File: src/rtl/bin_to_bcd_seq.sv
// Sequential double-dabble binary-to-BCD converter: one shift step per clock.
// Define BIN_TO_BCD_SIGNED_EN to treat bin_in as two's complement (sign on neg).
module bin_to_bcd_seq #(
    parameter int DATA_W = 32,
    parameter int DIGITS = 10
) (
    input  logic                  clk,
    input  logic                  rst,
    input  logic                  start,
    input  logic [DATA_W-1:0]     bin_in,
    output logic                  ready,
    output logic                  busy,
    output logic                  done,
    output logic [DIGITS*4-1:0]   bcd_out,
    output logic                  overflow,
    output logic                  neg
);

    localparam int unsigned CNT_W = $clog2(DATA_W + 1);
    localparam int unsigned BCD_W = DIGITS * 4;

    typedef enum logic [1:0] {
        IDLE,
        SHIFT,
        DONE
    } state_t;

    state_t              state;
    logic [DATA_W-1:0]   shiftReg;
    logic [DATA_W-1:0]   operand;
    logic [BCD_W-1:0]    acc;
    logic [BCD_W-1:0]    accAdj;
    logic [CNT_W-1:0]    cnt;

`ifdef BIN_TO_BCD_SIGNED_EN
    logic negReg;

    // Negating the most negative value wraps to itself, which is the correct unsigned magnitude.
    assign operand = bin_in[DATA_W-1] ? -bin_in : bin_in;
    assign neg     = negReg;
`else
    assign operand = bin_in;
    assign neg     = 1'b0;
`endif

    assign bcd_out = acc;

    always_comb begin
        accAdj = acc;
        for (int unsigned k = 0; k < DIGITS; k++) begin
            if (acc[4*k +: 4] > 4'd4) begin
                accAdj[4*k +: 4] = acc[4*k +: 4] + 4'd3;
            end
        end
    end

    always_ff @(posedge clk or posedge rst) begin
        if (rst) begin
            state    <= IDLE;
            shiftReg <= '0;
            acc      <= '0;
            cnt      <= '0;
            overflow <= 1'b0;
            ready    <= 1'b1;
            busy     <= 1'b0;
            done     <= 1'b0;
`ifdef BIN_TO_BCD_SIGNED_EN
            negReg   <= 1'b0;
`endif
        end else begin
            case (state)
                IDLE, DONE: begin
                    if (start) begin
                        state    <= SHIFT;
                        shiftReg <= operand;
                        acc      <= '0;
                        cnt      <= '0;
                        overflow <= 1'b0;
                        ready    <= 1'b0;
                        busy     <= 1'b1;
                        done     <= 1'b0;
`ifdef BIN_TO_BCD_SIGNED_EN
                        negReg   <= bin_in[DATA_W-1];
`endif
                    end
                end
                SHIFT: begin
                    // A set MSB after adjustment is the bit lost off the top digit.
                    acc      <= {accAdj[BCD_W-2:0], shiftReg[DATA_W-1]};
                    shiftReg <= {shiftReg[DATA_W-2:0], 1'b0};
                    if (accAdj[BCD_W-1]) begin
                        overflow <= 1'b1;
                    end
                    cnt <= cnt + CNT_W'(1);
                    if (cnt == CNT_W'(DATA_W - 1)) begin
                        state <= DONE;
                        ready <= 1'b1;
                        busy  <= 1'b0;
                        done  <= 1'b1;
                    end
                end
                default: begin
                    state <= IDLE;
                    ready <= 1'b1;
                    busy  <= 1'b0;
                    done  <= 1'b0;
                end
            endcase
        end
    end

endmodule

File: config.mk
export PLATFORM = sky130hd
export DESIGN_NAME = bin_to_bcd_seq
export DESIGN_NICKNAME = d
export VERILOG_FILES = /design/src/rtl/bin_to_bcd_seq.sv
export SDC_FILE = /design/constraint.sdc
export NUM_CORES = 1
export LEC_CHECK = 0
export ABC_CLOCK_PERIOD_IN_PS = 5700
export CELL_PAD_IN_SITES_DETAIL_PLACEMENT = 1
export CELL_PAD_IN_SITES_GLOBAL_PLACEMENT = 1
export CORE_MARGIN = 2
export CORE_UTILIZATION = 43
export DETAILED_ROUTE_END_ITERATION = 12
export PLACE_DENSITY = 0.81
export SYNTH_ARGS = -nofsm -noshare
export SYNTH_HDL_FRONTEND = slang
export SYNTH_SLANG_ARGS = --single-unit
File: constraint.sdc
create_clock -name clk -period 5.7 [get_ports clk]
set_input_delay 1.14 -clock clk [delete_from_list [all_inputs] [get_ports clk]]
set_output_delay 1.14 -clock clk [all_outputs]
set_load 0.02 [all_outputs]
# After elaboration in Yosys (flattened, before gate mapping)

Index checks and enable logic that the tools add are counted.

Register bits: 84
Input bits: 35
Output and inout port bits: 45
Logic and storage cells: 69

$add $sub $neg: 11
$lt $le $gt $ge: 10
Equality and inequality tests: 6
Muxes and demuxes: 28
Reductions and logical operators: 6

Operators by type and width:

| operator                                                              | count |
|---|---|
| 40-bit one-hot mux with 2 select lines                                | 1 |
| 32-bit one-hot mux with 2 select lines                                | 1 |
| 4-bit by 2-bit adder with 4-bit output, second input constant         | 10 |
| 4-bit by 3-bit > comparator with 1-bit output, second input constant  | 10 |
| 4-bit two-way mux                                                     | 10 |
| 40-bit two-way mux                                                    | 1 |
| 32-bit two-way mux                                                    | 1 |
| 6-bit one-hot mux with 2 select lines                                 | 1 |
| 1-bit one-hot mux with 2 select lines                                 | 4 |
| 6-bit by 1-bit adder with 6-bit output, second input constant         | 1 |
| 6-bit by 5-bit equality test with 1-bit output, second input constant | 1 |
| 6-bit two-way mux                                                     | 1 |
| 2-bit inequality test, second input constant                          | 3 |
| 1-bit two-way mux                                                     | 5 |
| 2-bit two-way mux                                                     | 2 |
| 2-bit one-hot mux with 2 select lines                                 | 1 |
| 2-bit AND reduction                                                   | 2 |
| 3-bit AND reduction                                                   | 1 |
| 2-bit by 1-bit equality test with 1-bit output, second input constant | 1 |
| 2-bit equality test, second input constant                            | 1 |
| 2-bit logical NOT                                                     | 1 |
| 2-bit nonzero test                                                    | 1 |
| 2-bit OR reduction                                                    | 1 |

# Depth between registers and ports, before layout

Gate-level depths: netlist (run 1).

Depth after elaboration: 4
Gate-level depth with buffers: 6
Mapped depth without buffers: 5

# Worst setup path before layout (run 1)

OpenSTA, ideal clock, no wires.

Kind: input to register
Start point: input port start
End point: register acc[16] (netlist: bcd_out[16])
Setup time: 0.124 ns
Arrival: 1.911 ns
Data required time: 5.576 ns
Setup slack: 3.665 ns
Cell stages on the path: 5
Buffers on the path: 2
Cell sequence: nor2b_1 > buf_2 > nor2_4 > buf_2 > a211o_1

Word-level cells in the longest chain between the ends: 2

Ends and longest elaborated chain:

| what                                   | RTL line | source |
|---|---|---|
| start: declaration                     | 9        | `input logic start,` |
| 2-bit inequality test (no source line) | n/a      |  |
| 2-bit AND reduction (no source line)   | n/a      |  |
| end signal: assignment                 | 89       | `acc <= {accAdj[BCD_W-2:0], shiftReg[DATA_W-1]};` |
| end: declaration                       | 31       | `logic [BCD_W-1:0] acc;` |

Every way passes these cells.
A chain may end at the register's enable or synchronous reset.

# Final worst setup path (run 1)

Start point: input port start
End point: register acc[23] (netlist: bcd_out[23])

Same word-level chain as after synthesis.

==> results of run 1 <==
cells in the mapped netlist (all sizes together):
| master | n |
|---|---|
| dfrtp | 82 |
| nand3 | 39 |
| nand2 | 37 |
| a22oi | 31 |
| o21ai | 26 |
| buf | 25 |
| a32o | 24 |
| inv | 21 |
| nor2 | 14 |
| or3 | 14 |
| nor2b | 13 |
| ha | 11 |
| a211o | 10 |
| and3 | 10 |
| mux2 | 10 |
| nor4 | 10 |
| a22o | 6 |
| nand4b | 6 |
| nand2b | 5 |
| clkbuf | 4 |
| o311ai | 4 |
| mux2i | 3 |
| nand4 | 3 |
| o211ai | 3 |
| a21oi | 1 |
| conb | 1 |
| dfstp | 1 |
| o21bai | 1 |
| o41ai | 1 |
flip-flops by register name, indices dropped and copies added, names as in the netlist:
signal    cells
bcd_out      40
shiftReg     32
cnt           6
busy          1
done          1
overflow      1
ready         1
state         1
power by group:
group	total, mW	leakage (nW)	switching (mW)	internal (mW)
Sequential	1.13	1.03	0.280	0.845
Clock	0.432	0.0926	0.218	0.214
Combinational	1.34	1.18	0.652	0.690
metal layers:
layer	global-route usage	part of all wire
met5	0	0
met4	0.0881	0.0075
met1	0.272	0.44
met3	0.0373	0.038
met2	0.369	0.52
final cells by class:
class,count,area [sq um]
Sequential cell,83,2080
Timing Repair Buffer,82,811
Inverter,21,80.1
Clock inverter,4,50.0
Tap cell,133,166
Multi-Input combinational cell,283,1910
Clock buffer,12,145
Fill cell,1101,4400
cells by family after synthesis:
kind of cell / count (synthesis) / synth area share
flip-flops: 83 / 0.492
other: 1 / 0.000888
AO/OA/AOI/OAI: 107 / 0.195
AND/OR/NAND/NOR: 151 / 0.188
adder cells (fa/ha/maj): 11 / 0.0326
multiplexers: 13 / 0.0338
buffers and inverters: 50 / 0.0578
cell usage in the layout (no fill, tap or decap), drive strengths merged, types with 11 or more instances in the layout:
cell type,n
a22oi,31
or3,14
dfrtp,82
inv,20
nand2,37
nand3,39
clkbuf,12
nor2,14
ha,11
a32o,24
clkdlybuf4s50,78
o21ai,26
nor2b,13
final timing paths:
check / start / end / slack (ns) / cells past startpoint
max: start / bcd_out[23]$_DFFE_PP0P_ / 2.93 / 4
min: shiftReg[24]$_DFFE_PP0P_ / shiftReg[24]$_DFFE_PP0P_ / 0.50 / 2
max reg2reg: state[0]$_DFFE_PP0P_ / bcd_out[20]$_DFFE_PP0P_ / 3.44 / 4
min reg2reg: shiftReg[24]$_DFFE_PP0P_ / shiftReg[24]$_DFFE_PP0P_ / 0.50 / 2
max in group asynchronous: rst / bcd_out[35]$_DFFE_PP0P_ / 3.46 / 3
min in group asynchronous: rst / shiftReg[14]$_DFFE_PP0P_ / 1.18 / 2
worst max-delay path: cells and delay by family:
family / cells / cell delay (ns)
simple gates: 1 / 0.59
mux: 1 / 0.55
buf+inv: 1 / 0.52
compound gates: 1 / 0.20
per-stage QoR:
| stage | cell area [sq um] | hold WS [ns] |
|---|---|---|
| floorplan | 4220 | 0.466 |
| global placement | 5050 | 0.480 |
| detailed placement | 5050 | 0.488 |
| CTS | 5240 | 0.507 |
| global route | 5240 | 0.526 |
| finish | 5240 | 0.502 |
==> flow_summary_export.csv, run 1 <==
group,metric,value,unit
outcome,outcome,"completed",
global_route,first_global_vias,3691,
setup_path,worst_path_largest_cell_delay,0.59,ns
route,routed_via_density,5.75,
placement,detailed_placement_hpwl,6.95,mm
synthesis,synthesis.instances,416,
setup_path,required,5.95,ns
timing,report.final.setup_viol,0,
timing,fin_crit_sh,0.486,
die,width_of_the_die,103,um
global_route,antenna_found_initial,0,
finish,area_growth_syn_to_layout,24.2,%
placement,gp_congestion,0.782,
setup_path,critical_path.slowest_cell,"sky130_fd_sc_hd__nand2b_2",
clock_network,cts_max_level,3,
finish,finish.cell_count_without_fillers,618,
timing,hold_viol_final,0,
placement,placed_cells_incl_taps,602,
die,fp-row-count,36,
die,floorplan.initialDensity,0.438,
synthesis,yosys_top_cell_area_share,0.486,
route,initialDrtViolationCount,212,
run,max_cap_viol_count,0,
synthesis,synth_nets,462,
route,antenna_violating_nets_post_route,0,
route,num_vias,3555,
synthesis,post_synth_main_area_contributors,"sky130_fd_sc_hd__dfrtp_1, sky130_fd_sc_hd__a32o_1, sky130_fd_sc_hd__a22oi_1",
synthesis,avgSynthCellArea,10.1,sq um
clock_network,ctsResizeCount,0,
synthesis,synthDistinctLibCells,34,
placement,pre_cts_ws,2.55,ns
worst_hold_path,worst_hold_path_type,"flop to flop",
global_route,grt_max_degree,92,
clock_network,path_clk_slew,0.08,ns
die,core-area,9640,sq um
global_route,grt_use_total,0.216,
synthesis,yosysSeqAreaShare,0.492,
clock_network,post_cts.repair.setup_buffers,0,
finish,nets,526,
clock_network,cts_root_buffer,"sky130_fd_sc_hd__clkbuf_8",
power_and_ir_drop,ir_worst_vdd,238,uV
setup_path,critPathMaxFanout,54,
timing,unrepaired_setup_endpoints_after_global_routing,"no",
timing,timing.setup.tns,0,ns
synthesis,post-synth-top-area-cell,"sky130_fd_sc_hd__dfrtp_1",
synthesis,syn-cell-area,4220,sq um
timing,tightest_slew,1.09,ns
setup_path,critical_path.startpoint_type,"input port",
route,firstDrtPassIters,4,
clock_network,cts_tree,"built",
synthesis,synth-seq-cells,83,
timing,fin_ws,2.93,ns
die,die_area,10600,sq um
timing,worst_slew_margin_rel,0.276,
power_and_ir_drop,static_leakage,2.30,nW
route,avgRoutedWirePerCell,17.7,um
global_route,grt_pass1_wl,17.9,mm
route,number_of_drc_violations_after_detailed_routing,0,
placement,numPortBuffers,78,
timing,maxClockFrequency,361,MHz
finish,final_core_utilization,0.544,
timing,maxSlewViolCount,0,
power_and_ir_drop,power.total,2.90,mW
power_and_ir_drop,p_per_area,553,nW/um^2
clock_network,cts-hold-fix-buffers,0,
clock_network,cts.sink_count,83,
setup_path,worstSetupEndpointType,"flop",
clock_network,worstSkewPairLatency,0.36,ns
global_route,overflow,0,
timing,layout_min_cycle_time,2.77,ns
clock_network,number_of_buffers_on_the_longest_clock_path,2,
setup_path,worstPathArrival,3.02,ns
route,postRouteWirelength,11.0,mm
timing,worst_clock_skew,0.0114,ns
synthesis,yosys_warnings,0,
setup_path,worstSetupPathType,"input port to flop",
die,dieHeight,103,um
clock_network,tritoncts.num_buffers,9,
setup_path,cell_by_cell_listing_of_the_critical_path,"clkdlybuf4s50_1 > nand2b_2 > mux2_2 > a32o_1",
die,ios,80,
finish,antenna_cells_inserted,0,
finish,layout_cells_sized_above_1,0.0722,
(Power assumes the default switching activity.)
==> run 2, diff against run 1 <==
- ABC_CLOCK_PERIOD_IN_PS: 5700 -> 2900
- CORE_UTILIZATION: 43 -> 40
- PLACE_DENSITY: 0.81 -> 0.75
- clock period: 5.7 -> 2.9 ns (I/O delays scaled with it)
==> run 2 against run 1 <==
Net effect:
- combinational power increased by 99%
- setup slack worse by 2.1 ns
- global-route usage decreased by 1.7 points
- largest power group unchanged
- non-clock buffer count grew 5
- final cell count is 1.3% higher
- clock skew is 0.0030 ns lower
- critical endpoint is now bcd_out[4]
==> flow_summary_export.csv, run 2 (synthesis gave the netlist of run 1 again) <==
group,metric,value,unit
route,antenna_violating_nets_post_route,0,
timing,layout_min_cycle_time,2.10,ns
timing,timing.setup.tns,0,ns
setup_path,critical_path.slowest_cell,"sky130_fd_sc_hd__clkdlybuf4s50_1",
clock_network,path_clk_slew,0.09,ns
timing,unrepaired_setup_endpoints_after_global_routing,"no",
global_route,first_global_vias,3747,
placement,numPortBuffers,78,
clock_network,tritoncts.num_buffers,9,
die,die_area,11400,sq um
timing,hold-worst-slack,0.509,ns
power_and_ir_drop,sequentialPowerShare,0.385,
finish,largest_register_ff_count,40,
power_and_ir_drop,p_int,3.46,mW
die,width_of_the_die,107,um
setup_path,cell_by_cell_listing_of_the_critical_path,"clkdlybuf4s50_1",
clock_network,cts_max_level,3,
timing,tightest_slew,0.835,ns
setup_path,worstPathArrival,1.52,ns
timing,worst_clock_skew,0.00831,ns
global_route,grt_max_degree,38,
setup_path,critical_path.startpoint_type,"flop",
setup_path,worstSetupPathType,"flop to output pin",
finish,area_growth_syn_to_layout,26.0,%
power_and_ir_drop,power.share.clock,0.149,
timing,maxSlewViolCount,0,
finish,nets,531,
setup_path,worst_path_largest_cell_delay,0.66,ns
timing,hold_viol_final,0,
placement,detailed_placement_hpwl,7.40,mm
timing,report.final.setup_viol,0,
finish,layout_cells_sized_above_1,0.0837,
die,core-area,10300,sq um
clock_network,cts.sink_count,83,
finish,mostFrequentLayoutCell,"sky130_fd_sc_hd__dfrtp_1",
placement,post_detailed_placement_cell_area,5130,sq um
die,floorplan.initialDensity,0.411,
global_route,antenna_found_initial,0,
clock_network,ctsResizeCount,0,
finish,layout_common_cells,"sky130_fd_sc_hd__dfrtp_1, sky130_fd_sc_hd__clkdlybuf4s50_1, sky130_fd_sc_hd__nand3_1",
global_route,grt_use_total,0.199,
setup_path,path_buf_inv,1,
finish,antenna_cells_inserted,0,
route,number_of_drc_violations_after_detailed_routing,0,
route,num_vias,3560,
power_and_ir_drop,power.total,5.71,mW
setup_path,worst_path_dominant_cell_family,"buffers and inverters",
placement,gp_congestion,0.714,
route,initialDrtViolationCount,201,
power_and_ir_drop,ir_worst_vdd,436,uV
setup_path,critPathMaxFanout,6,
route,firstDrtPassIters,4,
timing,worst_slew_margin_rel,0.443,
power_and_ir_drop,power_frac_comb,0.466,
power_and_ir_drop,p_per_area,1070,nW/um^2
setup_path,required,2.32,ns
finish,layout.cell_area.non_filler,5320,sq um
clock_network,cts_tree,"built",
die,dieHeight,107,um
finish,final_core_utilization,0.518,
die,fp-row-count,37,
run,max_cap_viol_count,0,
clock_network,post_cts.repair.setup_buffers,0,
power_and_ir_drop,power.switching,2.26,mW
clock_network,cts_root_buffer,"sky130_fd_sc_hd__clkbuf_8",
clock_network,worstSkewPairLatency,0.36,ns
power_and_ir_drop,static_leakage,2.34,nW
clock_network,cts-hold-fix-buffers,0,
route,avgRoutedWirePerCell,17.4,um
outcome,outcome,"completed",
clock_network,number_of_buffers_on_the_longest_clock_path,2,
timing,fin_crit_sh,0.724,
die,ios,80,
worst_hold_path,worst_hold_path_type,"flop to flop",
global_route,grt_pass1_wl,18.2,mm
global_route,overflow,0,
power_and_ir_drop,power_switching_share,0.395,
timing,maxClockFrequency,476,MHz
route,routed_via_density,5.69,
route,postRouteWirelength,10.9,mm
setup_path,worstSetupEndpointType,"output pin",
run 2: cell type report:
type                            count  area (sq um)
Clock inverter                      5          52.6
Tap cell                          136           170
Sequential cell                    83          2080
Clock buffer                       11           141
Inverter                           21          80.1
Fill cell                        1169          4960
Timing Repair Buffer               87           886
Multi-Input combinational cell    283          1910
run 2: worst paths after layout:
check,slack [ns],start,cells after the start,end
worst max register to register,0.92,state[0]$_DFFE_PP0P_,4,bcd_out[11]$_DFFE_PP0P_
worst min register to register,0.51,shiftReg[23]$_DFFE_PP0P_,2,shiftReg[23]$_DFFE_PP0P_
worst max-delay path,0.80,bcd_out[4]$_DFFE_PP0P_,1,bcd_out[4]
min in group asynchronous,0.59,rst,2,shiftReg[14]$_DFFE_PP0P_
max in group asynchronous,1.70,rst,3,ready$_DFFE_PP1P_
worst min-delay path,0.51,shiftReg[23]$_DFFE_PP0P_,2,shiftReg[23]$_DFFE_PP0P_
run 2: per-layer routing:
layer | GRT usage | vias up | wire [um]
met1 | 0.255 | 1799 | 4950
li1 | - | 1696 | -
met3 | 0.0316 | 12 | 288
met2 | 0.340 | 53 | 5510
met4 | 0.0714 | 0 | 161
met5 | 0 | - | 0
run 2: power by group through the flow:
stage | Combinational (mW) | Sequential, mW | Clock (mW)
2_1_floorplan | 1.48 | 2.38 | 0
3_3_place_gp | 2.55 | 2.19 | 0
3_5_place_dp | 2.69 | 2.22 | 0
4_1_cts | 2.71 | 2.20 | 0.871
5_1_grt | 2.94 | 2.30 | 0.915
6_report | 2.66 | 2.20 | 0.850
run 2: metrics by stage:
step / std cells / setup slack, ns
after floorplan: 416 / 0.185
after global placement: 610 / 0.696
after detailed placement: 610 / 0.677
after CTS: 626 / 0.774
after global routing: 626 / 0.756
final: 626 / 0.800
